<file path="src/rtl/ad7124_spi_slave.sv">
// ad7124_spi_slave: AD7124-style SPI responder, oversampled in the clk domain (clk >= 8x sclk).
// Build macro AD7124_SPI_SLAVE_ERRCNT_EN adds the err_cnt aborted-frame counter port.
module ad7124_spi_slave #(
  parameter bit CPOL        = 1'b1,
  parameter bit CPHA        = 1'b0,
  parameter int WIDTH       = 8,
  parameter int DATA_WD     = 24,
  parameter int SYNC_STAGES = 2
) (
  input  logic               clk,
  input  logic               rst,
  input  logic               sclk,
  input  logic               cs,
  input  logic               mosi,
  output logic               miso,
  output logic               miso_oe,
  output logic [WIDTH-1:0]   cmd_o,
  output logic               cmd_valid,
  input  logic [DATA_WD-1:0] rsp_i,
  output logic               frame_done,
  output logic               frame_err,
`ifdef AD7124_SPI_SLAVE_ERRCNT_EN
  output logic [15:0]        err_cnt,
`endif
  output logic               busy
);

  typedef enum logic [1:0] {IDLE = 2'd0, CMD = 2'd1, RSP = 2'd2, DONE = 2'd3} state_t;

  localparam logic [7:0] CMD_LAST   = 8'(WIDTH - 1);
  localparam logic [7:0] FRAME_LAST = 8'(WIDTH + DATA_WD - 1);

  logic [SYNC_STAGES-1:0] sclk_sync_r, cs_sync_r, mosi_sync_r, vld_r;
  logic                   sclk_prev_r, cs_prev_r, armed_r;
  logic                   sclk_s, cs_s, mosi_s;
  logic                   rise_s, fall_s, lead_s, trail_s, sample_s, shift_s, cs_fall_s, cs_rise_s;

  state_t             state_r, state_n;
  logic [7:0]         cnt_r, cnt_n;
  logic [WIDTH-1:0]   shreg_r, shreg_n, cmd_r, cmd_n;
  logic [DATA_WD-1:0] tx_r, tx_n;
  logic               miso_r, miso_n, oe_r, oe_n;
  logic               cmd_valid_r, cmd_valid_n, done_r, done_n, err_r, err_n;
`ifdef AD7124_SPI_SLAVE_ERRCNT_EN
  logic [15:0]        err_cnt_r, err_cnt_n;
`endif

  assign sclk_s    = sclk_sync_r[SYNC_STAGES-1];
  assign cs_s      = cs_sync_r[SYNC_STAGES-1];
  assign mosi_s    = mosi_sync_r[SYNC_STAGES-1];
  assign rise_s    = sclk_s & ~sclk_prev_r;
  assign fall_s    = ~sclk_s & sclk_prev_r;
  assign lead_s    = CPOL ? fall_s : rise_s;
  assign trail_s   = CPOL ? rise_s : fall_s;
  assign sample_s  = ~cs_s & (CPHA ? trail_s : lead_s);
  assign shift_s   = ~cs_s & (CPHA ? lead_s : trail_s);
  // A cs fall only counts once cs has been seen high after reset, so a frame cut by reset is ignored.
  assign cs_fall_s = armed_r & ~cs_s & cs_prev_r;
  assign cs_rise_s = cs_s & ~cs_prev_r;

  // Pin synchronizers, edge-detect history and post-reset arming of cs.
  always_ff @(posedge clk or negedge rst) begin
    if (!rst) begin
      sclk_sync_r <= {SYNC_STAGES{CPOL}};
      cs_sync_r   <= {SYNC_STAGES{1'b1}};
      mosi_sync_r <= '0;
      vld_r       <= '0;
      sclk_prev_r <= CPOL;
      cs_prev_r   <= 1'b1;
      armed_r     <= 1'b0;
    end else begin
      sclk_sync_r <= {sclk_sync_r[SYNC_STAGES-2:0], sclk};
      cs_sync_r   <= {cs_sync_r[SYNC_STAGES-2:0], cs};
      mosi_sync_r <= {mosi_sync_r[SYNC_STAGES-2:0], mosi};
      vld_r       <= {vld_r[SYNC_STAGES-2:0], 1'b1};
      sclk_prev_r <= sclk_s;
      cs_prev_r   <= cs_s;
      armed_r     <= armed_r | (vld_r[SYNC_STAGES-1] & cs_s);
    end
  end

  // Frame FSM next-state and datapath; cs rise has priority over any coincident sclk edge.
  always_comb begin
    state_n     = state_r;
    cnt_n       = cnt_r;
    shreg_n     = shreg_r;
    tx_n        = tx_r;
    miso_n      = miso_r;
    oe_n        = oe_r;
    cmd_n       = cmd_r;
    cmd_valid_n = 1'b0;
    done_n      = 1'b0;
    err_n       = 1'b0;
    if ((state_r != IDLE) && cs_rise_s) begin
      state_n = IDLE;
      oe_n    = 1'b0;
      miso_n  = 1'b1;
      if (state_r == DONE) begin
        done_n = 1'b1;
      end else begin
        err_n = 1'b1;
      end
    end else begin
      case (state_r)
        IDLE: begin
          miso_n = 1'b1;
          if (cs_fall_s) begin
            state_n = CMD;
            cnt_n   = 8'd0;
            oe_n    = 1'b1;
          end else begin
            oe_n = 1'b0;
          end
        end
        CMD: begin
          if (sample_s) begin
            shreg_n = {shreg_r[WIDTH-2:0], mosi_s};
            cnt_n   = cnt_r + 8'd1;
            if (cnt_r == CMD_LAST) begin
              cmd_n       = shreg_n;
              cmd_valid_n = 1'b1;
              tx_n        = rsp_i;
              state_n     = RSP;
            end else begin
              state_n = CMD;
            end
          end else begin
            state_n = CMD;
          end
        end
        RSP: begin
          if (shift_s) begin
            miso_n = tx_r[DATA_WD-1];
            tx_n   = {tx_r[DATA_WD-2:0], 1'b0};
          end else if (sample_s) begin
            cnt_n = cnt_r + 8'd1;
            if (cnt_r == FRAME_LAST) begin
              state_n = DONE;
              miso_n  = 1'b1;
            end else begin
              state_n = RSP;
            end
          end else begin
            state_n = RSP;
          end
        end
        DONE: begin
          miso_n = 1'b1;
          if (sample_s && (cnt_r != 8'hFF)) begin
            cnt_n = cnt_r + 8'd1;
          end else begin
            cnt_n = cnt_r;
          end
        end
        default: begin
          state_n = IDLE;
          oe_n    = 1'b0;
          miso_n  = 1'b1;
        end
      endcase
    end
  end

`ifdef AD7124_SPI_SLAVE_ERRCNT_EN
  // Aborted-frame counter: saturating, cleared by an all-ones command.
  always_comb begin
    err_cnt_n = err_cnt_r;
    if (err_n) begin
      err_cnt_n = (err_cnt_r == 16'hFFFF) ? err_cnt_r : err_cnt_r + 16'd1;
    end else if (cmd_valid_n && (cmd_n == {WIDTH{1'b1}})) begin
      err_cnt_n = 16'd0;
    end else begin
      err_cnt_n = err_cnt_r;
    end
  end
`endif

  // FSM state and registered outputs.
  always_ff @(posedge clk or negedge rst) begin
    if (!rst) begin
      state_r     <= IDLE;
      cnt_r       <= 8'd0;
      shreg_r     <= '0;
      tx_r        <= '0;
      miso_r      <= 1'b1;
      oe_r        <= 1'b0;
      cmd_r       <= '0;
      cmd_valid_r <= 1'b0;
      done_r      <= 1'b0;
      err_r       <= 1'b0;
`ifdef AD7124_SPI_SLAVE_ERRCNT_EN
      err_cnt_r   <= 16'd0;
`endif
    end else begin
      state_r     <= state_n;
      cnt_r       <= cnt_n;
      shreg_r     <= shreg_n;
      tx_r        <= tx_n;
      miso_r      <= miso_n;
      oe_r        <= oe_n;
      cmd_r       <= cmd_n;
      cmd_valid_r <= cmd_valid_n;
      done_r      <= done_n;
      err_r       <= err_n;
`ifdef AD7124_SPI_SLAVE_ERRCNT_EN
      err_cnt_r   <= err_cnt_n;
`endif
    end
  end

  assign miso       = miso_r;
  assign miso_oe    = oe_r;
  assign cmd_o      = cmd_r;
  assign cmd_valid  = cmd_valid_r;
  assign frame_done = done_r;
  assign frame_err  = err_r;
  assign busy       = (state_r != IDLE);
`ifdef AD7124_SPI_SLAVE_ERRCNT_EN
  assign err_cnt    = err_cnt_r;
`endif

endmodule
</file>
<file path="config.mk">
export PLATFORM = sky130hd
export DESIGN_NAME = ad7124_spi_slave
export DESIGN_NICKNAME = d
export VERILOG_FILES = /design/src/rtl/ad7124_spi_slave.sv
export SDC_FILE = /design/constraint.sdc
export NUM_CORES = 1
export LEC_CHECK = 0
export BUFFER_PORTS_ARGS = -buffer_cell sky130_fd_sc_hd__buf_2
export CORE_MARGIN = 2
export CORE_UTILIZATION = 42
export CTS_CLUSTER_DIAMETER = 200
export CTS_CLUSTER_SIZE = 10
export DETAILED_ROUTE_END_ITERATION = 10
export GPL_TIMING_DRIVEN = 0
export HOLD_SLACK_MARGIN = 0.1
export PLACE_DENSITY = 0.71
export REMOVE_ABC_BUFFERS = 1
export SYNTH_ARGS = -nofsm -noshare
export SYNTH_HDL_FRONTEND = slang
export SYNTH_SLANG_ARGS = --single-unit
</file>
<file path="constraint.sdc">
create_clock -name clk -period 4.71 [get_ports clk]
set_input_delay 0.2355 -clock clk [delete_from_list [all_inputs] [get_ports clk]]
set_output_delay 0.2355 -clock clk [all_outputs]
set_load 0.005 [all_outputs]
</file>
==> results.rst <==
.. list-table::
   :header-rows: 1

   * - Metric
     - Value
   * - Clock Tree Root
     - sky130_fd_sc_hd__clkbuf_8
   * - Kind of capture point of the worst setup path
     - flip-flop
   * - Number of cells in the design after placement
     - ~380
   * - Mapped Cells
     - between 200 and 300
   * - Power spent charging and discharging nets
     - about 0.51 mW
   * - Routed len/inst
     - 14.3 um
   * - Chip Height
     - approximately 89 um
   * - Flop2flop setup slack
     - between 1000 and 1500 ps
   * - Final Non-Filler Cells
     - approximately 400
   * - Main synth FF type
     - sky130_fd_sc_hd__dfrtp_1
   * - Slowest cell on the critical path
     - sky130_fd_sc_hd__ha_2
   * - Area of the core
     - 0.00687 mm^2
   * - Cell type with the highest aggregate area in the netlist
     - sky130_fd_sc_hd__dfrtp_1
   * - Initial antenna violation count
     - 0
   * - TritonCTS clock tree
     - yes
   * - Static leakage
     - about 1.5 nW
   * - Switching share of power
     - around 30%
   * - Worst path max stage delay
     - 760 ps
   * - Most used cell, CP
     - sky130_fd_sc_hd__inv_1
   * - Via count of the first global-routing pass
     - roughly 2100
   * - Global-route wire length before repair
     - between 9000 and 10000 um
   * - Logic depth of the worst register-to-register path
     - 6
   * - Pin count of the biggest net entering global routing
     - 66
   * - Summed instance area of the synthesized netlist
     - between 0.002 and 0.003 mm^2
   * - Post-Synth Adder-Cell Area
     - 2.09%
   * - DRT iter0 DRCs
     - between 150 and 200
   * - Cell row count
     - 30
   * - Post-route ant nets
     - 0
   * - Global routing met2 resource utilization
     - approximately a quarter
   * - Layout area overhead
     - 17.7%
   * - Internal cell power
     - about 1.2 mW
   * - Setup repair after global routing missed its margin
     - false
   * - Final Net Count
     - around 330
   * - Fraction of synthesized area in multiplexers
     - 14.8%
   * - Routed Wire Length
     - 5690 um
   * - Worst-path maximum fanout
     - 31
   * - CP cell instances
     - inv_1 > ha_2 > inv_1 > o21ai_2 > or2_1 > o21ai_0
   * - Inserted Clock Buffers
     - 9
   * - Setup Crit Path Kind
     - reg -> reg
   * - Sequential fraction of the synthesis area
     - a little over half
   * - CTS H-tree lvls
     - 3
   * - Power density over the cells
     - approximately 480 mW/mm^2
   * - Largest voltage drop on the vdd net
     - ~0.28 mV
   * - Worst-path clk slew
     - ~70 ps
   * - Clock network latency to the later pin of the worst-skew pair
     - around 340 ps
   * - Number of distinct library cell variants in the gate-level netlist after synthesis
     - between 40 and 50
   * - Worst Max-Slew Pin Slew
     - roughly 850 ps
   * - Post-CTS Setup Repair Bufs
     - 0
   * - Total I/O pin count
     - 43
   * - FF+latch count, synth
     - 65
   * - Most heavily used metal layer in global routing
     - met2
   * - Type of element launching the critical path
     - flip-flop
   * - Largest cells by area after synthesis
     - sky130_fd_sc_hd__dfrtp_1 (48%), sky130_fd_sc_hd__mux2i_1 (8.0%), sky130_fd_sc_hd__dfstp_2 (6.1%)
   * - Gp weighted congestion
     - between 0.7 and 0.8
   * - Number of hold violations in the final report
     - 0
   * - Part of the total power dissipated in sequential elements
     - between 40% and 50%
   * - Largest family of logic cells by synthesized area
     - compound AO/OA/AOI/OAI gates
   * - Final number of max-transition violations
     - 0
   * - Worst EP arrival
     - ~3500 ps
   * - Synthesized area divided by synthesized cell count
     - between 10 and 15 um^2
   * - Critical Path Stages
     - 6
   * - Share of total power in combinational logic
     - a little over a fifth
   * - # setup viols final
     - 0
   * - All-layer global routing usage
     - 16.7%
   * - Maximum operating frequency
     - between 300 and 400 MHz
   * - Instance count along the most critical hold path
     - 3
   * - Fraction of final layout cells with drive strength greater than 1
     - a little under a third
   * - Detailed Place HPWL
     - approximately 3700 um
   * - Post-layout min period
     - between 3000 and 4000 ps
   * - Worst relative slew slack
     - a little over two fifths
   * - GR Util met1
     - 22.0%
   * - Cell family contributing the most delay on the critical path
     - compound AO/OA/AOI/OAI gates
   * - Part of the cycle the worst path needs
     - roughly 70%
   * - DIE WIDTH
     - just under 90 um
   * - Number of fillers in the final layout
     - slightly below 600
   * - Number of remaining DRC errors
     - 0
   * - Required time reported for the critical path endpoint
     - slightly below 5000 ps
   * - Post-synthesis share of cell area spent on xor and xnor gates
     - 0%
   * - Count of flip-flops with a built-in enable after synthesis
     - 0
   * - Initial core utilization
     - 43.7%
   * - Share of total power in the clock network
     - between 30% and 40%
   * - Antenna Cells
     - 0
   * - Result of the run
     - completed
   * - Crit path buffers/inverters
     - 2
   * - Kind of path behind the tightest hold check
     - in -> reg
   * - Quantity of I/O buffers inserted on ports
     - 42
   * - Via-per-instance ratio
     - 5.38
   * - Vias
     - roughly 2100
   * - Synthesized-area fraction occupied by and/or/nand/nor cells
     - a little over a tenth
   * - Die area
     - roughly 0.0078 mm^2
   * - Max Root-Sink Buffers
     - 2
   * - Leftover overflow at the end of global routing
     - 0
   * - Synth Area in Compound Gates
     - between 10% and 20%
   * - Yosys warning total
     - 0
   * - Worst-case clock skew
     - between 6 and 7 ps
   * - Share of the synthesized area in the top cell type
     - about half
   * - Number of detailed-routing iterations run before antenna repair
     - 4
   * - Final-layout setup total negative slack
     - 0 ps
   * - Number of violations of the max-capacitance limit
     - 0
   * - Met3 track demand over resource in global routing
     - 4.76%
   * - Share of async-settable or async-resettable flops after synthesis
     - 100%
   * - Number of sinks on the clock net
     - 65
-- through the flow --
step           util, %  total power, mW  hold WS (ps)  cell area, um^2  worst slack (ps)
2_1_floorplan        -             1.05         -60.1             2930              1730
5_1_grt           51.4             1.79           178             3530              1080
3_3_place_gp      47.4             1.15           332             3260               809
6_report          51.4             1.68           167             3530              1400
4_1_cts           51.4             1.70           147             3530              1360
3_5_place_dp      47.6             1.17           342             3270              1360
-- metal layers --
layer | share of wire (%) | vias up | wire, um
met1 | 46 | 1065 | 2630
met3 | 3.9 | 7 | 222
li1 | - | 1020 | -
met5 | 0 | - | 0
met2 | 49 | 48 | 2760
met4 | 1.4 | 0 | 77
-- worst reg2reg max path, cell delays in order (launching register included) --
cell	delay [ps]
sky130_fd_sc_hd__dfrtp_1	430
sky130_fd_sc_hd__inv_1	130
sky130_fd_sc_hd__ha_2	760
sky130_fd_sc_hd__inv_1	220
sky130_fd_sc_hd__o21ai_2	730
sky130_fd_sc_hd__or2_1	700
sky130_fd_sc_hd__o21ai_0	200
-- sequential cells by signal (all words and copies together) (netlist names) --
name         flops
armed_r          1
cmd_o            8
cmd_valid        1
cnt_r            8
cs_prev_r        1
cs_sync_r        2
frame_done       1
frame_err        1
miso             1
miso_oe          1
mosi_sync_r      2
sclk_prev_r      1
sclk_sync_r      2
shreg_r          7
state_r          2
tx_r            24
vld_r            2
-- power by group through the flow --
stage / clock network (mW) / logic [mW] / registers, mW
after floorplan: 0 / 0.266 / 0.782
after global placement: 0 / 0.350 / 0.800
after detailed placement: 0 / 0.365 / 0.807
after CTS: 0.533 / 0.370 / 0.798
after global routing: 0.556 / 0.418 / 0.819
final: 0.516 / 0.365 / 0.800
-- synth_stat cells, types with 2 or more instances --
| cell | n |
|---|---|
| sky130_fd_sc_hd__a22o_1 | 2 |
| sky130_fd_sc_hd__o21ai_0 | 31 |
| sky130_fd_sc_hd__and4bb_2 | 2 |
| sky130_fd_sc_hd__dfrtp_1 | 58 |
| sky130_fd_sc_hd__inv_1 | 7 |
| sky130_fd_sc_hd__o21ai_1 | 20 |
| sky130_fd_sc_hd__nor3_1 | 4 |
| sky130_fd_sc_hd__mux2_2 | 16 |
| sky130_fd_sc_hd__dfstp_2 | 7 |
| sky130_fd_sc_hd__or3b_1 | 2 |
| sky130_fd_sc_hd__mux2_1 | 2 |
| sky130_fd_sc_hd__ha_1 | 5 |
| sky130_fd_sc_hd__buf_2 | 3 |
| sky130_fd_sc_hd__nand3_1 | 7 |
| sky130_fd_sc_hd__nor3b_1 | 4 |
| sky130_fd_sc_hd__a221o_1 | 2 |
| sky130_fd_sc_hd__o22a_1 | 4 |
| sky130_fd_sc_hd__and4_1 | 3 |
| sky130_fd_sc_hd__nand2_1 | 8 |
| sky130_fd_sc_hd__clkbuf_1 | 7 |
| sky130_fd_sc_hd__a21oi_1 | 2 |
| sky130_fd_sc_hd__mux2i_1 | 24 |
| sky130_fd_sc_hd__nor4_1 | 2 |
| sky130_fd_sc_hd__buf_6 | 2 |
| sky130_fd_sc_hd__nor2_1 | 5 |
| sky130_fd_sc_hd__nor2b_1 | 2 |
-- path summary, 6_finish.rpt --
path | from | end
setup / recovery | state_r[0] | tx_r[23]
hold / removal | rsp_i[19] | tx_r[19]
setup reg to reg | state_r[0] | tx_r[23]
hold reg to reg | sclk_sync_r[0] | sclk_sync_r[1]
max in group asynchronous | rst | cnt_r[5]
min in group asynchronous | rst | tx_r[11]
-- layout by cell type (no fill, tap or decap), types with 2 or more instances in the layout --
master | netlist | final
sky130_fd_sc_hd__nand2_1 | 8 | 8
sky130_fd_sc_hd__clkbuf_8 | 0 | 9
sky130_fd_sc_hd__bufinv_16 | 0 | 2
sky130_fd_sc_hd__a21oi_1 | 2 | 2
sky130_fd_sc_hd__o22a_1 | 4 | 4
sky130_fd_sc_hd__a22o_1 | 2 | 2
sky130_fd_sc_hd__clkinv_4 | 0 | 2
sky130_fd_sc_hd__mux2_2 | 16 | 16
sky130_fd_sc_hd__dfstp_2 | 7 | 7
sky130_fd_sc_hd__and4_1 | 3 | 3
sky130_fd_sc_hd__nor4_1 | 2 | 2
sky130_fd_sc_hd__nand3_1 | 7 | 7
sky130_fd_sc_hd__or3b_1 | 2 | 2
sky130_fd_sc_hd__o21ai_0 | 31 | 31
sky130_fd_sc_hd__mux2i_1 | 24 | 24
sky130_fd_sc_hd__ha_1 | 5 | 4
sky130_fd_sc_hd__clkinv_2 | 0 | 2
sky130_fd_sc_hd__and4bb_2 | 2 | 2
sky130_fd_sc_hd__nor3_1 | 4 | 4
sky130_fd_sc_hd__o21ai_1 | 20 | 20
sky130_fd_sc_hd__dfrtp_1 | 58 | 58
sky130_fd_sc_hd__buf_2 | 3 | 41
sky130_fd_sc_hd__nor3b_1 | 4 | 4
sky130_fd_sc_hd__inv_1 | 7 | 7
sky130_fd_sc_hd__a221o_1 | 2 | 2
sky130_fd_sc_hd__mux2_1 | 2 | 2
sky130_fd_sc_hd__nor2_1 | 5 | 5
sky130_fd_sc_hd__nor2b_1 | 2 | 2
sky130_fd_sc_hd__dlygate4sd3_1 | 0 | 4
-- repair_timing --
| action | CTS | global route |
|---|---|---|
| hold buffers | 4 | 0 |
| hold endpoints to repair | 61 | 0 |
| resized for setup | 0 | 0 |
-- logic make-up after synthesis --
logic type | after synthesis
adder cells (fa/ha/maj) | 5
AO/OA/AOI/OAI | 73
flip-flops | 65
multiplexers | 42
other | 1
buffers and inverters | 20
AND/OR/NAND/NOR | 47
-- final cells by class --
cell class	instances	area, um^2	area share [%]
sequential	65	1640	46.3
timing repair buffer	46	253	7.16
clock buffer	9	124	3.51
tap	96	120	3.40
inverter	7	26.3	0.744
multi-input combinational	168	1280	36.2
clock inverter	7	95.1	2.69
No activity file was read; power rests on OpenSTA's default activity.
